<file path="config.mk">
export PLATFORM = sky130hd
export DESIGN_NAME = fx_requant_pipe
export DESIGN_NICKNAME = d
export VERILOG_FILES = /design/src/rtl/fx_pkg.sv /design/src/rtl/fx_round_sat.sv /design/src/rtl/fx_requant_pipe.sv
export SDC_FILE = /design/constraint.sdc
export NUM_CORES = 1
export LEC_CHECK = 0
export CAP_MARGIN = 0
export CORE_MARGIN = 5
export CORE_UTILIZATION = 46
export CTS_CLUSTER_SIZE = 24
export DETAILED_ROUTE_END_ITERATION = 7
export GPL_ROUTABILITY_DRIVEN = 1
export PLACE_DENSITY = 0.85
export SETUP_SLACK_MARGIN = 0.15
export SLEW_MARGIN = 20
export SYNTH_ARGS = -nofsm -noshare
export SYNTH_HDL_FRONTEND = slang
export SYNTH_SLANG_ARGS = --single-unit
</file>
<file path="constraint.sdc">
create_clock -name clk -period 1.8 [get_ports clk]
set_clock_uncertainty 0.1 [all_clocks]
set_input_delay 0.27 -clock clk [delete_from_list [all_inputs] [get_ports clk]]
set_output_delay 0.27 -clock clk [all_outputs]
set_load 0.005 [all_outputs]
</file>
<file path="src/rtl/fx_pkg.sv">
`default_nettype none
// ============================================================================
//  Module   : fx_pkg
//  Purpose  : Shared constants and helpers for fixed-point format converters.
//  Revision : 1.0  initial release
// ============================================================================
package fx_pkg;

  // Rounding rules applied when fractional LSBs are removed
  localparam int FX_RND_FLOOR  = 0;
  localparam int FX_RND_HALFUP = 1;
  localparam int FX_RND_CONV   = 2;

  // Handling of results that do not fit the output word
  localparam int FX_OVF_WRAP = 0;
  localparam int FX_OVF_SAT  = 1;

  // Width of a value after one guard bit is added and SHIFT LSBs are dropped
  function automatic int fx_rnd_width(input int in_w, input int shift);
    return in_w + 1 - shift;
  endfunction

endpackage
`default_nettype wire

</file>
<file path="src/rtl/fx_round_sat.sv">
`default_nettype none
// ============================================================================
//  Module   : fx_round_sat
//  Purpose  : Combinational rounding (floor / half-up / half-to-even) followed
//             by saturate-or-wrap fitting to OUT_W bits, with overflow flag.
//  Revision : 1.0  initial release
// ============================================================================
module fx_round_sat
  import fx_pkg::*;
#(
  parameter int IN_W       = 12,
  parameter int OUT_W      = 14,
  parameter int SHIFT      = 2,
  parameter int ROUND_MODE = FX_RND_HALFUP,
  parameter int SAT_MODE   = FX_OVF_SAT
) (
  input  logic [IN_W-1:0]  din,
  output logic [OUT_W-1:0] dout,
  output logic             ovf
);

  localparam int RW = fx_rnd_width(IN_W, SHIFT);

  localparam logic [IN_W:0]    ONE     = {{IN_W{1'b0}}, 1'b1};
  localparam logic [IN_W:0]    HALF    = ONE << (SHIFT - 1);
  localparam logic [OUT_W-1:0] MAX_POS = {1'b0, {(OUT_W-1){1'b1}}};
  localparam logic [OUT_W-1:0] MIN_NEG = {1'b1, {(OUT_W-1){1'b0}}};

  logic [IN_W:0]    ext;
  logic [IN_W:0]    bias;
  logic [IN_W:0]    sum;
  logic [RW-1:0]    rnd;
  logic [OUT_W-1:0] fit;
  logic             unused_frac;

  // One guard bit keeps the bias addition from overflowing
  assign ext = {din[IN_W-1], din};

  // Rounding bias: half-to-even adds half minus one, plus the kept LSB
  always_comb begin
    bias = '0;
    if (ROUND_MODE == FX_RND_HALFUP) begin
      bias = HALF;
    end else if (ROUND_MODE == FX_RND_CONV) begin
      bias = HALF - ONE + {{IN_W{1'b0}}, ext[SHIFT]};
    end
  end

  assign sum = ext + bias;
  // Slicing off the LSBs of a sign-extended sum is the arithmetic shift
  assign rnd = sum[IN_W:SHIFT];
  assign unused_frac = ^sum[SHIFT-1:0];

  generate
    if (RW > OUT_W) begin : g_narrow
      // Fits only if every bit from the output sign bit upward agrees
      assign ovf = ~((&rnd[RW-1:OUT_W-1]) | ~(|rnd[RW-1:OUT_W-1]));
      assign fit = rnd[OUT_W-1:0];
    end else begin : g_wide
      assign ovf = 1'b0;
      assign fit = OUT_W'($signed(rnd));
    end
  endgenerate

  // Replace out-of-range results with the nearest representable extreme
  always_comb begin
    dout = fit;
    if ((SAT_MODE == FX_OVF_SAT) && ovf) begin
      dout = rnd[RW-1] ? MIN_NEG : MAX_POS;
    end
  end

endmodule
`default_nettype wire

</file>
<file path="src/rtl/fx_requant_pipe.sv">
`default_nettype none
// ============================================================================
//  Module   : fx_requant_pipe
//  Purpose  : Three-stage valid/ready requantizer: drops SHIFT fraction bits
//             with selectable rounding, fits to OUT_W, tracks overflows.
//  Revision : 1.0  initial release
// ============================================================================
module fx_requant_pipe
  import fx_pkg::*;
#(
  parameter int IN_W       = 12,
  parameter int OUT_W      = 14,
  parameter int SHIFT      = 2,
  parameter int ROUND_MODE = FX_RND_HALFUP,
  parameter int SAT_MODE   = FX_OVF_SAT,
  parameter int CNT_W      = 16
) (
  input  logic             clk,
  input  logic             rst,
  input  logic             i_valid,
  input  logic [IN_W-1:0]  i_data,
  output logic             o_ready,
  output logic             o_valid,
  output logic [OUT_W-1:0] o_data,
  input  logic             i_ready,
  input  logic             i_clr_stat,
  output logic             o_ovf_sticky,
  output logic [CNT_W-1:0] o_ovf_cnt
);

  logic             en;
  logic             s1_valid;
  logic [IN_W-1:0]  s1_data;
  logic             s2_valid;
  logic [OUT_W-1:0] s2_data;
  logic             s2_ovf;
  logic [OUT_W-1:0] rs_data;
  logic             rs_ovf;
  logic             stat_hit;

  // The whole pipe moves in lockstep; only a held output blocks it
  assign en      = ~o_valid | i_ready;
  assign o_ready = en;

  // Rounding and fitting sit in front of the S2 register
  fx_round_sat #(
    .IN_W       (IN_W),
    .OUT_W      (OUT_W),
    .SHIFT      (SHIFT),
    .ROUND_MODE (ROUND_MODE),
    .SAT_MODE   (SAT_MODE)
  ) u_round_sat (
    .din  (s1_data),
    .dout (rs_data),
    .ovf  (rs_ovf)
  );

  // Advance S1 -> S2 -> S3 together; bubbles travel like samples
  always_ff @(posedge clk or posedge rst) begin
    if (rst) begin
      s1_valid <= 1'b0;
      s1_data  <= '0;
      s2_valid <= 1'b0;
      s2_data  <= '0;
      s2_ovf   <= 1'b0;
      o_valid  <= 1'b0;
      o_data   <= '0;
    end else if (en) begin
      s1_valid <= i_valid;
      s1_data  <= i_data;
      s2_valid <= s1_valid;
      s2_data  <= rs_data;
      s2_ovf   <= rs_ovf;
      o_valid  <= s2_valid;
      o_data   <= s2_data;
    end
  end

  // A valid overflowing sample moving into S3 counts once
  assign stat_hit = en & s2_valid & s2_ovf;

  // Overflow statistics; clear beats a same-cycle increment
  always_ff @(posedge clk or posedge rst) begin
    if (rst) begin
      o_ovf_sticky <= 1'b0;
      o_ovf_cnt    <= '0;
    end else if (i_clr_stat) begin
      o_ovf_sticky <= 1'b0;
      o_ovf_cnt    <= '0;
    end else if (stat_hit) begin
      o_ovf_sticky <= 1'b1;
      if (~&o_ovf_cnt) begin
        o_ovf_cnt <= o_ovf_cnt + 1'b1;
      end
    end
  end

endmodule
`default_nettype wire

</file>
Word level (Yosys, flattened, before mapping) --
Index checks and enable logic that the tools add are counted. Widths: inputs -> output; s select.
Storage, ports and cells: output and inout bits 33, register bits after elaboration 54, word-level logic and storage cells 16, bits of input ports 17, latch bits 0, memories kept 0, bits in read-only memories 0, bits in writable memories 0
Operators by class: multiply operators 0, shift-type cells 0, reduce and logical (&&, ||, !) cells 2, magnitude comparators 0, div/mod/pow operators 0, add/subtract/negate cells 1, muxes and demuxes 2, bitwise operators 2, eq/ne operators 1
Operators by type and width (number):
- $mux 16 | 1
- $reduce_and 16->1 | 1
- $add 12x3->13 const B | 1
- $ne 2x2->1 const B | 1
- $reduce_and 2->1 | 1
- $mux 1 | 1
- $not 1->1 | 1
- $or 1x1->1 | 1

Depth between registers and ports, before layout --
Gate-level depths: netlist of run 1.
depth after elaboration 3, gate-level depth with buffers 6, gate-level depth less buffers 4

Hierarchy --
Synthesis of run 1 repeated with hierarchy kept, for this count alone.
Second synthesis, totals: cells, all modules 320, area total of the unflattened synthesis 2880.3 um^2
Modules (own cells, without submodules):
- fx_requant_pipe | sequential area each 1526.5 um^2, area each 2672.6 um^2, cells an instance 291, times used 1
- fx_round_sat | sequential area each 0.0 um^2, area each 207.7 um^2, cells an instance 29, times used 1

Worst setup path after synthesis of run 1 --
No wires, ideal clock.
path kind reg-to-output, start point register o_valid, end point output port o_ready, path buffers 2, slack 0.500 ns, cell stages (with the launch flop) 5, arrival time 0.930 ns, path through dfrtp_1 nor2b_1 buf_2 inv_2 buf_2
On the way: word-level cells in the longest chain between the ends 2
Ends and longest elaborated chain:
- start: declaration | RTL line fx_requant_pipe.sv:23 | output logic o_valid,
- start signal: assignment | RTL line fx_requant_pipe.sv:74 | o_valid <= s2_valid;
- $not 1->1 | RTL line fx_requant_pipe.sv:42 | assign en = ~o_valid | i_ready;
- $or 1x1->1 | RTL line fx_requant_pipe.sv:42
- end: declaration | RTL line fx_requant_pipe.sv:22 | output logic o_ready,
Every way passes these cells.

Worst setup path in the final report of run 1 --
start point register, netlist name o_data[10], end point output port o_data[12]
RTL lines:
- end: declaration | RTL line fx_requant_pipe.sv:24 | output logic [OUT_W-1:0] o_data,
No word-level cell between the ends.

==> metrics, run 1 <==
Top Family by Delay on Critical Path buffers and inverters; dominant cell by count in the synthesized netlist nand2_1; Residual DRC 0; maximum clock path buffer count 2; CP startpoint kind flip-flop; critical-path maximum fanout 3; max_cap viols 0; worst path arrival time 1.22 ns; Top FF cell, synth dfrtp_1; pwr dens 1380 nW/um^2; Leak 1.02 nW; Overflow after GRT 0; die width 70.0 um; internal power contribution 1.90 mW; worst endpoint required time 1.43 ns; Comb power frac 32.6%; Num Clock Sinks 36; top cell type's share of synthesized area 54.5%; Clk Latency, worst-skew pair 0.34 ns; initial antenna violation count 0; CTS tree yes; total wire length 2930 um; HPWL Detailed 2010 um; Synth Register Bits 36; fin cells 266; Wirelength per Cell 11.0 um; FFs w/ async S/R, synth 100%; first-pass GRT wire length 4770 um; Finished Cell Area 2020 um^2; area of the die 4900 um^2; vias 1182; Final Wtd Congestion 0.803; Peak VDD IR 746 uV; sequential area share after synthesis 54.5%; CTS buffer count 5; cell area after synthesis 1650 um^2; ant diodes 0; largest net degree at the start of global routing 46; initial core utilization 48.4%; fin crit share 88.5%; Final Power 2.78 mW; Worst path max stage delay 0.51 ns; Nets 237; DRT iter0 DRCs 64; worst hold path class in2async; Die Y 70.0 um; cell taking the most area after synthesis dfrtp_1; worst path cell trace clkdlybuf4s50_1; # rows 21; Final setup viols 0; Crit-path slowest cell clkdlybuf4s50_1; Crit. End Element output pin; share of cells above drive strength 1 7.27%; clock root buffer clkbuf_4; Sw Share 31.4%; synth cell count leaders nand2_1 (87), dfrtp_1 (36), buf_4 (21); area delta synth->final 21.9%; DRT Pass-1 Iters 4; Syn Inst Count 188; core area 3420 um^2; fmax 628 MHz; status finished clean; Avg Cell Area, Syn 8.80 um^2; RSZ-0062 raised after global routing no; PortBufs 30; Hold Fails Final Rpt 0; Synth area leaders dfrtp_1 (54%), nand2_1 (20%), buf_4 (9.5%); sequential power share 47.1%; net load switching power 0.873 mW; H-tree depth 2; vias per cell 4.44; crit path kind reg2out; clock network power share 20.3%; Buf+Inv Stages, Crit Path 1; IO Pins 50; number of global-route vias before repair 1040; Post-synth EDFFs 0; clk slew on worst S/H paths 0.11 ns; max-slew violations 0; total negative slack 0 ns; placed inst area 1910 um^2; Total GRT Usage 12.5%; Syn. warnings 0; Cells after DPL 255; Netlist cell types 19; Tmin final 1.59 ns; Post-DRT Antenna Nets 0
layout make-up:
| cell class | instances | area, um^2 |
|---|---|---|
| Sequential cell | 36 | 901 |
| Clock buffer | 5 | 37.5 |
| Fill cell | 324 | 1400 |
| Multi-Input combinational cell | 138 | 623 |
| Clock inverter | 3 | 42.5 |
| Timing Repair Buffer | 36 | 348 |
| Inverter | 2 | 7.51 |
| Tap cell | 46 | 57.6 |
sequential cells by signal, indices dropped and copies added (netlist names):
signal    count
o_data       11
s1_valid      1
s2_data      11
o_valid       1
s2_valid      1
s1_data      11
through the flow:
step / hold slack (ns) / setup WS [ns] / util (%)
finish: 0.215 / 0.208 / 59.0
global route: 0.298 / 0.151 / 59.0
CTS: 0.211 / 0.171 / 58.3
detailed placement: 0.355 / 0.0579 / 55.8
global placement: 0.343 / 0.0499 / 55.8
floorplan: 0.282 / 0.500 / -
power groups by stage:
stage	sequential (mW)	clock, mW	combinational [mW]
2_1_floorplan	1.31	0	0.497
3_3_place_gp	1.32	0	0.853
3_5_place_dp	1.33	0	0.879
4_1_cts	1.31	0.583	0.891
5_1_grt	1.34	0.625	1.02
6_report	1.31	0.564	0.904
layer usage:
metal	up-vias	share of wire (%)	GRT usage, %	wire length [um]
met2	38	46	19.0	1330
met1	524	45	15.8	1320
li1	612	-	-	-
met4	0	2.5	7.66	72
met3	8	7.0	3.59	206
met5	-	0	0	0
layout by cell type (no fill, tap or decap), types with 2 or more instances in the layout:
master	n
dfrtp_1	36
clkdlybuf4s50_1	26
and3_1	2
dlygate4sd2_1	2
nand4_1	4
clkbuf_4	5
dlymetal6s2s_1	2
buf_4	6
xor2_1	8
conb_1	17
nand3_1	4
o21ai_0	7
o21ai_1	4
nand2_1	87
path summary, 6_finish.rpt:
kind	start	end	slack, ns	depth (start not counted)
max reg2reg	s1_data[2]	s2_data[9]	0.40	4
max	o_data[10]	o_data[12]	0.21	1
max in group asynchronous	rst	s1_data[10]	1.08	3
min	rst	o_data[4]	0.21	3
min in group clk	i_data[8]	s1_data[8]	0.34	3
min reg2reg	o_data[0]	o_data[0]	0.38	2
logic make-up after synthesis:
group | synth area share, %
AOI/OAI and AO/OA | 3.33
xor gates and xnor gates | 4.77
adders and majority gates | 0.756
buffers and inverters | 12.0
DFF | 54.5
other | 0.227
and+or+nand+nor | 24.5
timing repair:
action,4_1_cts,5_1_grt
pin swaps,0,0
setup endpoints to repair,5,5
resized for setup,2,3
hold buffers,0,0
setup buffers,1,2
Power figures use the tool's default switching activity.
==> run 2, diff against run 1 <==
--- a/config.mk
+++ b/config.mk
@@ -5,13 +5,14 @@
 export SDC_FILE = /design/constraint.sdc
 export NUM_CORES = 1
 export LEC_CHECK = 0
+export ABC_AREA = 1
 export CAP_MARGIN = 0
 export CORE_MARGIN = 5
 export CORE_UTILIZATION = 46
 export CTS_CLUSTER_SIZE = 24
 export DETAILED_ROUTE_END_ITERATION = 7
 export GPL_ROUTABILITY_DRIVEN = 1
-export PLACE_DENSITY = 0.85
+export PLACE_DENSITY = 0.84
 export SETUP_SLACK_MARGIN = 0.15
 export SLEW_MARGIN = 20
 export SYNTH_ARGS = -nofsm -noshare
==> metrics, run 2 <==
total wire length 3090 um (+5.6%); core area 3690 um^2 (+8.0%); Num Clock Sinks 36 (unchanged); fmax 634 MHz (+0.93%); reg2reg start o_valid; total negative slack 0 ns (unchanged); Final setup viols 0 (unchanged); post-layout util 57.6% (-1.5 points); RSZ-0062 raised after global routing no; Buf+Inv Stages, Crit Path 1 (unchanged); share of cells above drive strength 1 9.27% (+2.0 points); worst path cell trace clkdlybuf4s50_1; max-slew violations 0 (unchanged); area of the die 5150 um^2 (+5.3%); internal power contribution 1.96 mW (+2.9%); max_cap viols 0 (unchanged); first-pass GRT wire length 5330 um (+12%); Overflow after GRT 0 (unchanged); die width 71.8 um (+2.6%); Clk Latency, worst-skew pair 0.29 ns (-0.05 ns); Final Wtd Congestion 0.805 (+0.24%); worst endpoint required time 1.43 ns (about the same); commonest non-fill, non-tap cells in the layout nand2_1 (85), dfrtp_1 (36), clkdlybuf4s50_1 (28), inv_1 (18), conb_1 (17); Tmin final 1.58 ns (-0.0147 ns); Crit. End Element output pin; Leak 1.13 nW (+11%); vias 1325 (+12%); status finished clean; sequential area share after synthesis 51.3% (-3.2 points); # rows 22 (+4.8%); Top Family by Delay on Critical Path buffers and inverters; R2R Path End s2_data[10]; pwr dens 1370 nW/um^2 (-0.82%); met1 wire length 1340 um (+2.1%); initial antenna violation count 0 (unchanged); Die Y 71.8 um (+2.6%); critical-path maximum fanout 5 (+2); clock network power share 20.2% (about the same); worst path arrival time 1.21 ns (about the same); highest metal used met4; cell area after synthesis 1760 um^2 (+6.2%); Sequential cell area 901 um^2 (unchanged); Largest regs o_data: 11 flops, s1_data: 11 flops, s2_data: 11 flops; Syn. warnings 0 (unchanged); Synth area leaders dfrtp_1 (51%), nand2_1 (18%), buf_4 (8.5%); IO Pins 50 (unchanged); Peak VDD IR 604 uV (-19%); H-tree depth 2 (unchanged); Hold Fails Final Rpt 0 (unchanged); reg2reg setup slack 0.42 ns (+0.02 ns); top cell type's share of synthesized area 51.3% (-3.2 points); dominant cell by count in the synthesized netlist nand2_1; initial core utilization 47.6% (-0.80 points); Nets 265 (+12%); Met2 Wirelength 1430 um (+6.9%); sequential power share 44.5% (-2.6 points); DRT Pass-1 Iters 4 (unchanged); clock root buffer clkbuf_8; Post-synth EDFFs 0 (unchanged); met3 WL post-DR 265 um (+29%); Post-DRT Antenna Nets 0 (unchanged); Wirelength per Cell 10.4 um (-5.1%); PortBufs 30 (unchanged); crit path kind reg2out; Netlist cell types 20 (+1); FFs w/ async S/R, synth 100% (unchanged); clk slew on worst S/H paths 0.07 ns (-0.04 ns); DRT iter0 DRCs 50 (-22%); fin crit share 87.6% (-0.82 points); HPWL Detailed 2280 um (+13%); CTS tree yes; Sw Share 32.4% (+0.98 points); largest net degree at the start of global routing 37 (-20%); Comb power frac 35.3% (+2.7 points); vias per cell 4.48 (+0.74%); CTS buffer count 5 (unchanged); Top FF cell, synth dfrtp_1; Synth Register Bits 36 (unchanged); maximum clock path buffer count 2 (unchanged); most common cell after layout, fill and taps aside nand2_1; multi-input logic area 622 um^2 (-0.20%); Crit-path slowest cell clkdlybuf4s50_1; Residual DRC 0 (unchanged); worst hold path class in2async; CP startpoint kind flip-flop; net load switching power 0.940 mW (+7.7%); Syn Inst Count 211 (+12%); Total GRT Usage 13.5% (+0.99 points); R2R depth 7 (+3); cell taking the most area after synthesis dfrtp_1; synth cell count leaders nand2_1 (85), dfrtp_1 (36), buf_4 (20); Worst path max stage delay 0.52 ns (about the same); area delta synth->final 20.9%; Avg Cell Area, Syn 8.33 um^2 (-5.4%); number of global-route vias before repair 1235 (+19%); filler instances 362 (+12%); ant diodes 0 (unchanged); Hold Buf Count CTS 0 (unchanged)
-- run 2: routing by layer --
layer  up-vias  global-route usage, %
li1        689                      -
met1       586                   15.7
met2        44                   21.9
met3         6                   5.19
met4         0                   6.47
met5         -                      0
-- run 2: what timing repair did --
item / 4_1_cts / 5_1_grt
gates resized for setup: 1 / 1
endpoints found under the hold margin: 0 / 0
setup endpoints to repair: 1 / 4
setup buffers: 1 / 1
-- run 2: cells by family (layout without fill, tap and decap cells) --
| logic type | Yosys count | in the layout | synth area share [%] |
|---|---|---|---|
| AND/OR/NAND/NOR | 109 | 109 | 25.2 |
| buffers and inverters | 46 | 67 | 16.7 |
| AO/OA/AOI/OAI | 17 | 17 | 5.34 |
| flip-flops | 36 | 36 | 51.3 |
| adder cells (fa/ha/maj) | 1 | 1 | 0.712 |
| XOR/XNOR | 1 | 1 | 0.499 |
| other | 1 | 17 | 0.213 |
-- run 2: stage by stage --
stage / cell area [um^2] / power [mW] / worst slack, ns / hold slack, ns / instances
2_1_floorplan: 1820 / 1.90 / 0.560 / 0.287 / 227
3_3_place_gp: 2010 / 2.27 / 0.0618 / 0.329 / 286
3_5_place_dp: 2010 / 2.32 / 0.0548 / 0.355 / 286
4_1_cts: 2110 / 2.92 / 0.184 / 0.300 / 295
5_1_grt: 2120 / 3.13 / 0.143 / 0.333 / 296
6_report: 2120 / 2.90 / 0.223 / 0.284 / 296
-- run 2: power groups by stage --
stage / Combinational, mW / Sequential [mW] / Clock (mW)
floorplan: 0.616 / 1.29 / 0
global placement: 0.977 / 1.29 / 0
detailed placement: 1.01 / 1.31 / 0
CTS: 1.03 / 1.29 / 0.601
global route: 1.16 / 1.34 / 0.642
finish: 1.02 / 1.29 / 0.586
-- run 2: worst max-delay path by stage --
stage | end | slack (ns) | depth (start not counted) | from
2_1_floorplan | o_ready | 0.56 | 4 | o_valid
3_5_place_dp | o_ready | 0.05 | 3 | i_ready
6_report | o_data[12] | 0.22 | 1 | o_data[10]
4_1_cts | o_valid | 0.18 | 2 | o_valid
3_3_place_gp | o_ready | 0.06 | 3 | i_ready
5_1_grt | o_data[12] | 0.14 | 1 | o_data[10]
-- run 2: cell type report --
class / count / area share [%]
clock buffers: 6 / 3.89
clock inverters: 2 / 0.471
inverters: 19 / 3.36
multi-input cells: 145 / 29.3
flip-flops and latches: 36 / 42.4
well taps: 48 / 2.83
repair buffers: 40 / 17.7
==> run 3, diff against run 2 <==
--- a/config.mk
+++ b/config.mk
@@ -7,7 +7,6 @@
 export LEC_CHECK = 0
 export ABC_AREA = 1
 export CAP_MARGIN = 0
-export CORE_MARGIN = 5
 export CORE_UTILIZATION = 46
 export CTS_CLUSTER_SIZE = 24
 export DETAILED_ROUTE_END_ITERATION = 7
==> metrics, run 3 (synthesis gave the netlist of run 2 again) <==
commonest non-fill, non-tap cells in the layout nand2_1 (85), dfrtp_1 (36), clkdlybuf4s50_1 (29), inv_1 (18), conb_1 (17); area delta synth->final 20.7%; Total GRT Usage 16.0% (+2.4 points); worst endpoint required time 1.43 ns (about the same); total wire length 2810 um (-9.1%); clk slew on worst S/H paths 0.06 ns (about the same); initial core utilization 48.0% (+0.36 points); crit path kind in2out; Wirelength per Cell 9.59 um (-8.2%); max-slew violations 0 (unchanged); Leak 1.11 nW (-1.8%); DRT iter0 DRCs 37 (-26%); Nets 262 (-1.1%); Die Y 63.8 um (-11%); multi-input logic area 622 um^2 (unchanged); Hold Buf Count CTS 0 (unchanged); Sw Share 31.6% (-0.79 points); Clk Latency, worst-skew pair 0.28 ns (about the same); Resized cells post-CTS 1 (unchanged); status finished clean; worst path arrival time 1.22 ns (about the same); Post-DRT Antenna Nets 0 (unchanged); Final setup viols 0 (unchanged); ant diodes 0 (unchanged); CTS buffer count 5 (unchanged); Residual DRC 0 (unchanged); Crit. End Element output pin; initial antenna violation count 0 (unchanged); Peak VDD IR 537 uV (-11%); fin crit share 88.2% (+0.60 points); Comb power frac 34.9% (-0.4 points); Hold Fails Final Rpt 0 (unchanged); maximum clock path buffer count 2 (unchanged); number of global-route vias before repair 1189 (-3.7%); share of cells above drive strength 1 7.35% (-1.9 points); Num Clock Sinks 36 (unchanged); max_cap viols 0 (unchanged); # rows 22 (unchanged); vias per cell 4.51 (+0.72%); CTS tree yes; largest net degree at the start of global routing 37 (unchanged); Largest regs o_data: 11 flops, s1_data: 11 flops, s2_data: 11 flops; clock network power share 20.0% (-0.2 points); HPWL Detailed 2080 um (-8.9%); Place WS 0.0303 ns (-0.0245 ns); net load switching power 0.909 mW (-3.2%); most common cell after layout, fill and taps aside nand2_1; first-pass GRT wire length 4950 um (-7.1%); H-tree depth 2 (unchanged); Overflow after GRT 0 (unchanged); core area 3660 um^2 (-0.75%); Final Wtd Congestion 0.808 (+0.41%); worst hold path class in2async; Sequential cell area 901 um^2 (unchanged); internal power contribution 1.97 mW (+0.33%); DRT Pass-1 Iters 5 (+1); PortBufs 30 (unchanged); pwr dens 1360 nW/um^2 (-0.71%); vias 1321 (-0.30%); clock root buffer clkbuf_8; IO Pins 50 (unchanged); setup bufs post-CTS 0 (-1); critical-path maximum fanout 3 (-2); CP startpoint kind input port; fmax 630 MHz (-0.68%); final worst slack 0.212 ns (-0.0108 ns); sequential power share 45.0% (+0.5 points); RSZ-0062 raised after global routing no; total negative slack 0 ns (unchanged); die width 63.8 um (-11%); filler instances 355 (-1.9%); area of the die 4070 um^2 (-21%); Tmin final 1.59 ns (+0.0109 ns)
-- run 3: cell type report --
| type | count | share of cell area [%] |
|---|---|---|
| tap | 48 | 2.83 |
| timing repair buffer | 37 | 17.8 |
| multi-input combinational | 145 | 29.3 |
| clock buffer | 8 | 4.25 |
| inverter | 19 | 3.36 |
| sequential | 36 | 42.5 |
-- run 3: power groups by stage --
stage               combinational [mW]  clock, mW  sequential [mW]
global route                      1.15      0.633             1.34
global placement                 0.997          0             1.29
detailed placement                1.02          0             1.31
finish                            1.00      0.576             1.29
CTS                               1.02      0.593             1.29
floorplan                        0.616          0             1.29
-- run 3: metal layers --
layer	up-vias	track usage (%)	wire, um
met1	596	20.5	1330
li1	683	-	-
met2	37	25.8	1320
met5	-	0	0
met3	5	3.21	118
met4	0	7.67	46
-- run 3: path summary, 6_finish.rpt --
kind                            startpoint          to  slack, ns  depth (start not counted)
max in group asynchronous              rst  s1_data[8]       1.01                          3
worst max register to register  s1_data[1]  s2_data[3]       0.39                          5
worst min-delay path                   rst   o_data[5]       0.28                          3
worst min register to register  s2_data[6]   o_data[6]       0.37                          2
min in group clk                s2_data[6]   o_data[6]       0.37                          2
worst max-delay path               i_ready     o_ready       0.21                          3
-- run 3: critical path, stage by stage --
cell and delay, ns:
clkdlybuf4s50_1 0.42, or2_4 0.27, dlygate4sd2_1 0.26
-- run 3: through the flow --
| stage | instance area (um^2) | instances | hold slack (ns) | util (%) | power, mW |
|---|---|---|---|---|---|
| floorplan | 1820 | 227 | 0.287 | - | 1.90 |
| global placement | 2030 | 285 | 0.330 | 55.5 | 2.29 |
| detailed placement | 2030 | 285 | 0.349 | 55.5 | 2.33 |
| CTS | 2120 | 293 | 0.291 | 57.9 | 2.91 |
| global route | 2120 | 293 | 0.324 | 57.9 | 3.12 |
| finish | 2120 | 293 | 0.275 | 57.9 | 2.87 |
